File: src/rtl/router_pkg.sv
// ----------------------------------------------------------------------------
// router_pkg
// Shared definitions for the 1x3 router output-side controller:
//   - header address width and port address codes (2'b11 is the drop code)
//   - timer FSM state encoding used by sync_timeout_timer
//   - default timeout settings and drop-counter width
// Optional feature macro: SYNC_DROP_CNT_EN (per-port drop counters).
// ----------------------------------------------------------------------------
package router_pkg;

    localparam int ADDR_W    = 2;
    localparam int NUM_PORTS = 3;

    localparam logic [ADDR_W-1:0] ADDR_PORT0   = 2'b00;
    localparam logic [ADDR_W-1:0] ADDR_PORT1   = 2'b01;
    localparam logic [ADDR_W-1:0] ADDR_PORT2   = 2'b10;
    localparam logic [ADDR_W-1:0] ADDR_INVALID = 2'b11;

    // Consecutive valid-but-unread cycles before a port is flushed.
    localparam int TIMEOUT_DEFAULT = 30;
    localparam int CNT_W_DEFAULT   = 5;

    localparam int DROP_W = 8;

    typedef enum logic [1:0] {
        T_IDLE  = 2'b00,
        T_COUNT = 2'b01,
        T_FLUSH = 2'b10
    } timer_state_e;

endpackage

File: src/rtl/sync_timeout_timer.sv
// ----------------------------------------------------------------------------
// sync_timeout_timer
// One port's stall timer. Counts consecutive cycles where the port holds data
// that nobody reads; on the TIMEOUT-th such cycle it raises a one-cycle
// registered soft_reset pulse that flushes the FIFO and releases the FSM.
//
// Ports:
//   clk          in   rising-edge clock
//   resetn       in   asynchronous active-low reset
//   vld_i        in   port holds data (~empty)
//   read_en_i    in   downstream read strobe
//   soft_reset_o out  one-cycle flush pulse
//   drop_cnt_o   out  saturating flush count (only with SYNC_DROP_CNT_EN)
//
// Optional feature macro: SYNC_DROP_CNT_EN.
// ----------------------------------------------------------------------------
module sync_timeout_timer
    import router_pkg::*;
#(
    parameter int TIMEOUT = TIMEOUT_DEFAULT,
    parameter int CNT_W   = CNT_W_DEFAULT
) (
    input  logic              clk,
    input  logic              resetn,
    input  logic              vld_i,
    input  logic              read_en_i,
    output logic              soft_reset_o
`ifdef SYNC_DROP_CNT_EN
    ,
    output logic [DROP_W-1:0] drop_cnt_o
`endif
);

    // The counter must reach TIMEOUT-1 without wrapping.
    if ((2 ** CNT_W) <= TIMEOUT) begin : g_cnt_w_check
        $error("sync_timeout_timer: CNT_W=%0d too narrow for TIMEOUT=%0d", CNT_W, TIMEOUT);
    end

    localparam logic [CNT_W-1:0] CNT_LAST = CNT_W'(TIMEOUT - 1);
    localparam logic [CNT_W-1:0] CNT_ONE  = CNT_W'(1);

    timer_state_e     state_q, state_d;
    logic [CNT_W-1:0] cnt_q, cnt_d;
    logic             soft_reset_q;
    logic             stall;

    assign stall = vld_i & ~read_en_i;

    // NOTE: every signal written here gets its default before the case so no
    // path leaves it unassigned; otherwise synthesis infers a latch.
    always_comb begin
        state_d = state_q;
        cnt_d   = cnt_q;
        case (state_q)
            T_IDLE: begin
                cnt_d = '0;
                if (stall) begin
                    state_d = T_COUNT;
                    cnt_d   = CNT_ONE;
                end
            end
            T_COUNT: begin
                if (!stall) begin
                    state_d = T_IDLE;
                    cnt_d   = '0;
                end else if (cnt_q == CNT_LAST) begin
                    state_d = T_FLUSH;
                end else begin
                    cnt_d = cnt_q + CNT_ONE;
                end
            end
            // The FIFO is still non-empty during the flush cycle; ignoring
            // inputs here is what prevents a back-to-back second pulse.
            T_FLUSH: begin
                state_d = T_IDLE;
                cnt_d   = '0;
            end
            default: begin
                state_d = T_IDLE;
                cnt_d   = '0;
            end
        endcase
    end

    // NOTE: sequential state uses non-blocking assignments so every flop
    // samples pre-edge values regardless of statement order.
    always_ff @(posedge clk or negedge resetn) begin
        if (!resetn) begin
            state_q      <= T_IDLE;
            cnt_q        <= '0;
            soft_reset_q <= 1'b0;
        end else begin
            state_q      <= state_d;
            cnt_q        <= cnt_d;
            soft_reset_q <= (state_d == T_FLUSH);
        end
    end

    assign soft_reset_o = soft_reset_q;

`ifdef SYNC_DROP_CNT_EN
    logic [DROP_W-1:0] drop_cnt_q;

    always_ff @(posedge clk or negedge resetn) begin
        if (!resetn) begin
            drop_cnt_q <= '0;
        end else if ((state_d == T_FLUSH) && (state_q != T_FLUSH) && (drop_cnt_q != '1)) begin
            drop_cnt_q <= drop_cnt_q + DROP_W'(1);
        end
    end

    assign drop_cnt_o = drop_cnt_q;
`endif

endmodule

File: src/rtl/router_sync_ctrl.sv
// ----------------------------------------------------------------------------
// router_sync_ctrl
// Output-side controller of the 1x3 router. Latches the packet destination at
// header decode, steers the FSM write strobe to one FIFO, returns that FIFO's
// full flag, drives per-port valid, and flushes stalled ports via per-port
// timeout timers.
//
// Ports:
//   clk, resetn              clock, asynchronous active-low reset
//   detect_add, data_in      load destination address (3 = drop packet)
//   write_en_reg             FSM write request
//   read_en_0..2             downstream read strobes
//   empty_0..2, full_0..2    FIFO status
//   fifo_full                full flag of the addressed FIFO (0 when dropping)
//   write_en[2:0]            one-hot FIFO write enable
//   vld_out_0..2             ~empty per port
//   soft_reset_0..2          one-cycle flush pulse per port
//   drop_cnt_0..2            flush counters (only with SYNC_DROP_CNT_EN)
//
// Optional feature macro: SYNC_DROP_CNT_EN.
// ----------------------------------------------------------------------------
module router_sync_ctrl
    import router_pkg::*;
#(
    parameter int TIMEOUT = TIMEOUT_DEFAULT,
    parameter int CNT_W   = CNT_W_DEFAULT
) (
    input  logic              clk,
    input  logic              resetn,
    input  logic              detect_add,
    input  logic [ADDR_W-1:0] data_in,
    input  logic              write_en_reg,
    input  logic              read_en_0,
    input  logic              read_en_1,
    input  logic              read_en_2,
    input  logic              empty_0,
    input  logic              empty_1,
    input  logic              empty_2,
    input  logic              full_0,
    input  logic              full_1,
    input  logic              full_2,
    output logic              fifo_full,
    output logic [2:0]        write_en,
    output logic              vld_out_0,
    output logic              vld_out_1,
    output logic              vld_out_2,
    output logic              soft_reset_0,
    output logic              soft_reset_1,
    output logic              soft_reset_2
`ifdef SYNC_DROP_CNT_EN
    ,
    output logic [DROP_W-1:0] drop_cnt_0,
    output logic [DROP_W-1:0] drop_cnt_1,
    output logic [DROP_W-1:0] drop_cnt_2
`endif
);

    logic [ADDR_W-1:0]    addr_q, addr_d;
    logic [NUM_PORTS-1:0] vld;
    logic [NUM_PORTS-1:0] rd;
    logic [NUM_PORTS-1:0] soft_reset;

    // ---------------------------------------------------------------- address
    assign addr_d = detect_add ? data_in : addr_q;

    always_ff @(posedge clk or negedge resetn) begin
        if (!resetn) begin
            addr_q <= ADDR_PORT0;
        end else begin
            addr_q <= addr_d;
        end
    end

    // ------------------------------------------------- write steer / full mux
    // Decode from the registered address, so a write in the detect_add cycle
    // still targets the previous packet's FIFO.
    always_comb begin
        write_en  = 3'b000;
        fifo_full = 1'b0;
        case (addr_q)
            ADDR_PORT0: begin
                write_en  = {2'b00, write_en_reg};
                fifo_full = full_0;
            end
            ADDR_PORT1: begin
                write_en  = {1'b0, write_en_reg, 1'b0};
                fifo_full = full_1;
            end
            ADDR_PORT2: begin
                write_en  = {write_en_reg, 2'b00};
                fifo_full = full_2;
            end
            // Invalid destination: the packet is dropped, and reporting
            // not-full keeps the FSM streaming it out.
            ADDR_INVALID: begin
                write_en  = 3'b000;
                fifo_full = 1'b0;
            end
        endcase
    end

    // ----------------------------------------------------------- valid/timers
    assign vld = ~{empty_2, empty_1, empty_0};
    assign rd  = {read_en_2, read_en_1, read_en_0};

    assign vld_out_0 = vld[0];
    assign vld_out_1 = vld[1];
    assign vld_out_2 = vld[2];

`ifdef SYNC_DROP_CNT_EN
    logic [DROP_W-1:0] drop_cnt [NUM_PORTS];
`endif

    for (genvar p = 0; p < NUM_PORTS; p++) begin : g_timer
        sync_timeout_timer #(
            .TIMEOUT (TIMEOUT),
            .CNT_W   (CNT_W)
        ) u_timer (
            .clk          (clk),
            .resetn       (resetn),
            .vld_i        (vld[p]),
            .read_en_i    (rd[p]),
            .soft_reset_o (soft_reset[p])
`ifdef SYNC_DROP_CNT_EN
            ,
            .drop_cnt_o   (drop_cnt[p])
`endif
        );
    end

    assign soft_reset_0 = soft_reset[0];
    assign soft_reset_1 = soft_reset[1];
    assign soft_reset_2 = soft_reset[2];

`ifdef SYNC_DROP_CNT_EN
    assign drop_cnt_0 = drop_cnt[0];
    assign drop_cnt_1 = drop_cnt[1];
    assign drop_cnt_2 = drop_cnt[2];
`endif

endmodule

File: config.mk
export PLATFORM = sky130hd
export DESIGN_NAME = router_sync_ctrl
export DESIGN_NICKNAME = d
export VERILOG_FILES = /design/src/rtl/router_pkg.sv /design/src/rtl/sync_timeout_timer.sv /design/src/rtl/router_sync_ctrl.sv
export SDC_FILE = /design/constraint.sdc
export NUM_CORES = 1
export LEC_CHECK = 0
export CORE_MARGIN = 1
export CORE_UTILIZATION = 25
export CTS_BUF_LIST = sky130_fd_sc_hd__clkbuf_4 sky130_fd_sc_hd__clkbuf_8
export CTS_CLUSTER_SIZE = 40
export DETAILED_ROUTE_END_ITERATION = 8
export SLEW_MARGIN = 40
export SYNTH_ARGS = -nofsm -noshare
export SYNTH_HDL_FRONTEND = slang
export SYNTH_SLANG_ARGS = --single-unit
File: constraint.sdc
create_clock -name clk -period 1.2 [get_ports clk]
set_input_delay 0.18 -clock clk [delete_from_list [all_inputs] [get_ports clk]]
set_output_delay 0.18 -clock clk [all_outputs]
set_load 0.02 [all_outputs]
==> qor.yml <==
p_total_uw: 1730
syn_avg_cell_area_um2: 10.7
path_class: "reg -> out"
required_ps: 1020
antenna_left: 0
clock_tree.buffer_depth: 2
tightest_slew_ps: 268
hold_class: "in -> async"
die_h_um: 72.5
clk_pin_slew_ps: 90
synthesis.instances: 116
syn_area_um2: 1240
worstPathMaxFanout: 6
max_freq_ghz: 0.748
setup_ws_ps: -137
finClkSkew_ps: 5.15
synth_commonest_cells: "dfrtp_1 (26), nor2_1 (11), a21oi_1 (10)"
cts.sinks: 26
cp.arrival_ps: 1160
clock-root-buffer: "clkbuf_8"
grt_pass1_wl_mm: 4.28
synth_top_area_share_pct: 52.4
ir_worst_vdd_mv: 0.876
grt_max_degree: 27
via_per_inst: 4.52
end_kind: "primary output"
place_ws_ps: -513
fin_crit_sh_pct: 111
multiInputGateArea_um2: 692
syn_nets: 137
cts_buffers: 3
start_util_pct: 26.1
regToRegSetupSlack_ps: 20
post_dp_cell_area_um2: 1660
slew_headroom_pct: 82.1
maxSlewViolCount: 0
dp_hpwl_mm: 1.79
async_reset_ff_share_pct: 100
ios: 25
startpoint_type: "flop"
cts-hold-fix-buffers: 0
rsz0062_at_grt: "yes"
failed_checks: "setup timing"
clock_latency_ps: 270
ff_latch_area_um2: 656
setup_violations: 4
reg2reg_depth: 5
wl_mm: 2.74
final_design_area_no_fill_um2: 1900
n_antenna_cell: 0
synth.largest_area_cell: "dfrtp_1"
yosysWarningCount: 0
htreeDepth: 1
fp.dieW_um: 72.5
ys_types: 25
nFillCells: 488
first_pass_iters: 4
first_iter_violations: 54
drc: 0
fin_nets: 184
grt_pass1_vias: 1033
die-area_um2: 5260
p_leak_uw: 0.000829
post_route_cells_drive_above_1_share_pct: 38.9
coreArea_um2: 4750
status: "complete, but fails checks"
yosys_most_used_dff: "dfrtp_1"
synth.most_common_cell: "dfrtp_1"
grt_remaining_overflow: 0
post-route-util_pct: 39.9
area_growth_pct: 52.6
gp_congestion: 0.739
maxCapViolations: 0
globalRouteTotalUtil_pct: 10.3
ys_top_cells_by_area: "dfrtp_1 (52%), ha_1 (6.0%), a21oi_1 (4.0%)"
p_per_area_nw_per_um2: 913
placementRows: 25
final_hold_viol_count: 0
ys_ff_latch: 26
cts_tree: "built"
synth_edf_count: 0
fin_crit_ps: 1340
ys_seq_area_share_pct: 52.4
avgRoutedWirePerCell_um: 11.9
io_buffers: 24
routed-via-count: 1036
antenna_found_initial: 0
## registers in the layout, indices dropped and copies added, names as in the netlist
register and cells:
addr_q 2, g_timer.u_timer.state_q 6, g_timer.u_timer.soft_reset_o 3, g_timer.u_timer.cnt_q 15
## cells by family after synthesis
logic type,count (synthesis),share of synthesized area [%]
flops,26,52.4
xor+xnor,5,3.53
compound gates,19,8.86
mux,3,2.62
simple gates,48,23.8
fa+ha+maj,6,6.04
buf+inv,9,2.82
## cells in the final DEF, fill, tap and decap left out, drive strengths merged
cell / count
mux2: 2
inv: 8
nor3: 9
o21ai: 1
nor2: 11
nor3b: 4
and4: 1
xnor2: 3
mux2i: 1
xor2: 2
nand2: 5
nand4: 3
nand3b: 1
nand3: 6
clkbuf: 6
buf: 23
ha: 6
a21oi: 10
dfrtp: 26
and3: 4
a211oi: 4
a31oi: 4
and3b: 1
dlygate4sd2: 3
clkdlybuf4s15: 1
or3: 3
clkdlybuf4s50: 14
## where the power goes
part           leakage [uW]  switching, uW  total, uW  internal (uW)
Clock             0.0000288            271        565            293
Sequential         0.000347           24.1        920            895
Combinational      0.000453            105        247            142
Total              0.000829            401       1730           1330
## routing by layer
| metal | track usage (%) | wire [um] |
|---|---|---|
| met1 | 11.5 | 1050 |
| met2 | 18.9 | 1520 |
| met3 | 2.92 | 130 |
| met4 | 2.83 | 32 |
| met5 | 0 | 0 |
## cell type report
type | instances | share of cell area [%]
multi-input combinational | 81 | 36.5
sequential | 26 | 34.6
timing repair buffer | 43 | 20.0
tap | 67 | 4.42
clock buffer | 4 | 2.90
inverter | 8 | 1.58
## through the flow
stage,TNS [ps],hold slack [ps],instances
floorplan,0,-116,116
global placement,-4650,449,217
detailed placement,-5880,467,217
CTS,-462,264,224
global route,-990,275,229
finish,-444,257,229
## path summary, 6_finish.rpt
| path | start | end |
|---|---|---|
| worst max-delay path | addr_q[0]$_DFFE_PN0P_ | write_en[0] |
| worst max register to register | g_timer[0].u_timer.cnt_q[1]$_DFFE_PN0P_ | g_timer[0].u_timer.cnt_q[4]$_DFFE_PN0P_ |
| min in group clk | g_timer[0].u_timer.state_q[0]$_DFF_PN0_ | g_timer[0].u_timer.cnt_q[0]$_DFFE_PN0P_ |
| worst min register to register | g_timer[0].u_timer.state_q[0]$_DFF_PN0_ | g_timer[0].u_timer.cnt_q[0]$_DFFE_PN0P_ |
| max in group asynchronous | resetn | g_timer[2].u_timer.cnt_q[0]$_DFFE_PN0P_ |
| worst min-delay path | resetn | g_timer[0].u_timer.cnt_q[3]$_DFFE_PN0P_ |
## worst max-delay path: stages (launching register included)
cell,delay (ps)
dfrtp_2,450
buf_4,140
nor3b_2,140
buf_4,160
## what timing repair did
action	CTS	global route
pin swaps	4	10
endpoints found under the hold margin	0	0
gates resized for setup	39	29
setup buffers	3	5
endpoints found under the setup margin	18	21
Note: power is estimated with default switching activity, not from simulation.
==> variant 1: new RTL, same settings <==
Set the package constant `CNT_W_DEFAULT` to 10 (it was 5).
--- a/src/rtl/router_pkg.sv
+++ b/src/rtl/router_pkg.sv
@@ -19,5 +19,5 @@
     // Consecutive valid-but-unread cycles before a port is flushed.
     localparam int TIMEOUT_DEFAULT = 30;
-    localparam int CNT_W_DEFAULT   = 5;
+    localparam int CNT_W_DEFAULT   = 10;
 
     localparam int DROP_W = 8;
Function: no difference found for any inputs over 10 cycles, from zero or initial values and one cycle with resetn low; that may be too few to reach the edited logic, so the function may still have changed.
==> variant 1 against the unedited design <==
The flow still finishes with violations (setup timing); critical path type is now flop to flop; final area rose by 93%; highest routed layer unchanged; final cell count is 90% higher; wire length rose by 110%; sequential power grew 55%; utilization increased by 4.0 points; hold slack gained 16 ps; synthesized area is 76% higher; sequential cell count grew 15; clock power increased by 100%; total power increased by 68%; setup slack got worse by 71 ps; critical path depth up 2.
==> variant 1: results (changes against the unedited design) <==
[run_status]
status=finished with violations
failed_checks=setup timing

[timing]
final.setup.worst_slack_ps=-208  ; -70.7 ps
slew_headroom=0.746  ; -0.0758
setup_viol=41  ; +37
final.setup.tns_ps=-4300  ; -3860 ps
final.setup_skew_ps=17.9  ; +12.7 ps

[place]
dp_hpwl_um=3740  ; +110%
routabilityCongestion=0.768  ; +4.0%
place_area_mm2=0.00306  ; +85%

[global_route]
first_global_vias=2048  ; +98%
grt_max_degree=42  ; +56%
grt_pass1_wl_um=9270  ; +120%
grt_usage=0.133  ; +0.0302

[final_layout]
largest_register_ffs=30  ; +15
area_growth_pct=67.7
nFillCells=781  ; +60%
fin_nets=350  ; +90%
regMostFlops=g_timer.u_timer.cnt_q
drive_gt1_frac=0.530  ; +0.141

[yosys]
syn_nets=240  ; +75%
async_flop_share=1.00  ; unchanged
ys_seq_area_frac=0.470  ; -0.0535
yosys-top-cells-count=dfrtp_1 (41), nand2_1 (22), a21oi_1 (16)
netlist_top_cells_area=dfrtp_1 (47%), nand2_1 (3.8%), a21oi_1 (3.7%), ha_1 (3.4%), o21ai_0 (3.4%)
synth_cell_types=36  ; +44%

[critical_path]
crit_fanout=3  ; -3
crit_arrival_ps=1620  ; +460 ps
cpMaxStageDelayCell=dfrtp_1
slowest_delay_ps=400  ; -50 ps

[detailed_routing]
num_vias=2109  ; +100%
wl_um=5740  ; +110%
drt_iter0_markers=53  ; -1.9%

[cts]
clock_latency_ps=300  ; +30 ps
cts_buffers=5  ; +2
htreeDepth=2  ; +1

[power_and_ir_drop]
p_leak_nw=1.48  ; +78%
switching_share=0.241  ; +0.00964
ir_drop_v=0.000558  ; -36%

[worst_hold_path]
hold_class=input pin to flop

variant 1: power groups by stage:
| stage | Clock (mW) | Sequential [mW] | Combinational [mW] |
|---|---|---|---|
| finish | 1.15 | 1.43 | 0.337 |
| global route | 1.27 | 1.43 | 0.370 |
| CTS | 1.20 | 1.42 | 0.328 |
| detailed placement | 0 | 1.45 | 0.290 |
| global placement | 0 | 1.45 | 0.285 |
| floorplan | 0 | 1.45 | 0.104 |
variant 1: path summary, 6_finish.rpt:
path                                                from                               to  slack, ps  cells past startpoint
min                                              empty_0      g_timer[0].u_timer.cnt_q[0]        270                      4
max in group asynchronous                         resetn      g_timer[1].u_timer.cnt_q[5]        590                      3
max                          g_timer[2].u_timer.cnt_q[0]      g_timer[2].u_timer.cnt_q[5]       -210                      5
max reg2reg                  g_timer[2].u_timer.cnt_q[0]      g_timer[2].u_timer.cnt_q[5]       -210                      5
min reg2reg                g_timer[1].u_timer.state_q[0]    g_timer[1].u_timer.state_q[0]        520                      1
min in group asynchronous                         resetn  g_timer[0].u_timer.soft_reset_o        370                      3
variant 1: cell families (layout without fill, tap and decap cells):
group           Yosys count  in the layout  synth area share
compound gates           58             58             0.160
xor+xnor                  1              1           0.00401
fa+ha+maj                 6              6            0.0344
buf+inv                  10            121            0.0172
flops                    41             41             0.470
mux                       7              7            0.0333
simple gates             96             96             0.281
variant 1: metal layers:
metal / vias up / share of wire / wire, µm / GRT usage
met5: - / 0 / 0 / 0
met4: 0 / 0.010 / 59 / 0.0423
met3: 6 / 0.034 / 194 / 0.0279
met2: 34 / 0.50 / 2860 / 0.230
met1: 1017 / 0.46 / 2620 / 0.164
li1: 1052 / - / - / -
variant 1: area by class of cell:
cell class	instances	share of cell area
multi-input cells	168	0.395
inverters	9	0.00923
repair buffers	104	0.245
clock inverters	3	0.0120
flip-flops and latches	41	0.285
clock buffers	5	0.0188
well taps	105	0.0359
variant 1: worst min-delay path: cells and delay by family:
family	cells	cell delay, ps
AO/OA/AOI/OAI	1	70
buffers and inverters	1	160
AND/OR/NAND/NOR	2	130
variant 1: stage by stage:
| step | total power [mW] | instances | worst slack (ps) |
|---|---|---|---|
| 2_1_floorplan | 1.55 | 219 | -168 |
| 3_3_place_gp | 1.73 | 405 | -438 |
| 3_5_place_dp | 1.74 | 405 | -460 |
| 4_1_cts | 2.95 | 429 | -226 |
| 5_1_grt | 3.07 | 435 | -271 |
| 6_report | 2.91 | 435 | -208 |
variant 1: timing repair:
action | CTS | global route
pin swaps | 35 | 17
endpoints found under the setup margin | 49 | 46
hold endpoints to repair | 41 | 0
buffers inserted | 16 | 6
hold buffers | 1 | 0
resized for setup | 76 | 41
==> variant 2: new RTL, same settings <==
Made on the original files. The 3 states of `timer_state_e` get a one-hot encoding in 3 bits.
--- a/src/rtl/router_pkg.sv
+++ b/src/rtl/router_pkg.sv
@@ -23,8 +23,8 @@
     localparam int DROP_W = 8;
 
-    typedef enum logic [1:0] {
-        T_IDLE  = 2'b00,
-        T_COUNT = 2'b01,
-        T_FLUSH = 2'b10
+    typedef enum logic [2:0] {
+        T_IDLE  = 3'b001,
+        T_COUNT = 3'b010,
+        T_FLUSH = 3'b100
     } timer_state_e;
 
Behaviour: no difference found for any inputs over 10 cycles, from zero or initial values and one cycle with resetn low; not proved beyond that.
==> variant 2 against the unedited design <==
The flow still finishes with violations (setup timing); synthesized area is 14% higher; synthesized cell count up 10%; wire length is 13% higher; final cell count increased by 15%; critical path depth did not move; clock power increased by 55%; hold slack improved by 3.6 ps; sequential power up 13%; setup slack improved by 40 ps; final area grew 20%; sequential cell count up 3; total power is 27% higher; largest cell class unchanged.
==> variant 2: results (changes against the unedited design) <==
[global_route]
met1_usage=0.136  ; +0.0215

[run_status]
failed_checks=setup timing
status=finished with violations

[detailed_routing]
wl_met3_um=125  ; -3.8%
wire_per_inst_um=11.7  ; -1.7%
drt_iter0_markers=21  ; -61%

[power_and_ir_drop]
p_leak_nw=1.01  ; +22%
switching_share=0.234  ; +0.00227
seqPwrFrac=0.473  ; -0.058
p_int_mw=1.68  ; +26%

[timing]
slew_headroom=0.829  ; +0.00754
final.setup.worst_slack_ps=-96.9  ; +40.4 ps
setup_viol=6  ; +2

[final_layout]
buffers=57  ; +33%
fin_util=0.433  ; +0.0339
fin_nets=213  ; +16%
buf_share=0.223  ; +0.0234
nClkBuffers=8  ; +4
drive_gt1_frac=0.477  ; +0.0878
seqAreaFraction=0.321  ; -0.0248

[cts]
htreeDepth=2  ; +1

[yosys]
synth-xor-area-share=0  ; -0.0352
synthCells=128  ; +10%
netlist_top_cells_area=dfrtp_1 (46%), dfstp_2 (5.6%), ha_1 (5.3%), nand4_4 (4.5%), nor2_1 (4.3%)

[place]
dp_hpwl_um=1970  ; +10%

[critical_path]
crit_arrival_ps=1120  ; -40 ps

## variant 2: cell types whose count changed in the layout (fill, tap and decap cells not counted), moves of 3 or more
cell / unedited run / this run
nand3b_1: 1 / 4
a21oi_2: 0 / 3
o21ai_0: 0 / 3
inv_1: 6 / 3
o31a_1: 0 / 3
nor2b_1: 0 / 7
buf_4: 20 / 27
or3_1: 3 / 0
dfstp_2: 0 / 3
and3b_1: 1 / 4
nor2_1: 11 / 15
buf_6: 2 / 9
a21oi_1: 10 / 0
xnor2_1: 3 / 0
## variant 2: worst paths after layout
kind / start / end / slack, ps / depth (start not counted)
max: addr_q[0] / fifo_full / -100 / 3
min: resetn / addr_q[0] / 260 / 2
max reg2reg: g_timer[2].u_timer.cnt_q[0] / g_timer[2].u_timer.cnt_q[0] / -60 / 4
min reg2reg: addr_q[1] / addr_q[1] / 600 / 1
max in group asynchronous: resetn / g_timer[0].u_timer.state_q[0] / 690 / 2
min in group clk: data_in[1] / addr_q[1] / 510 / 2
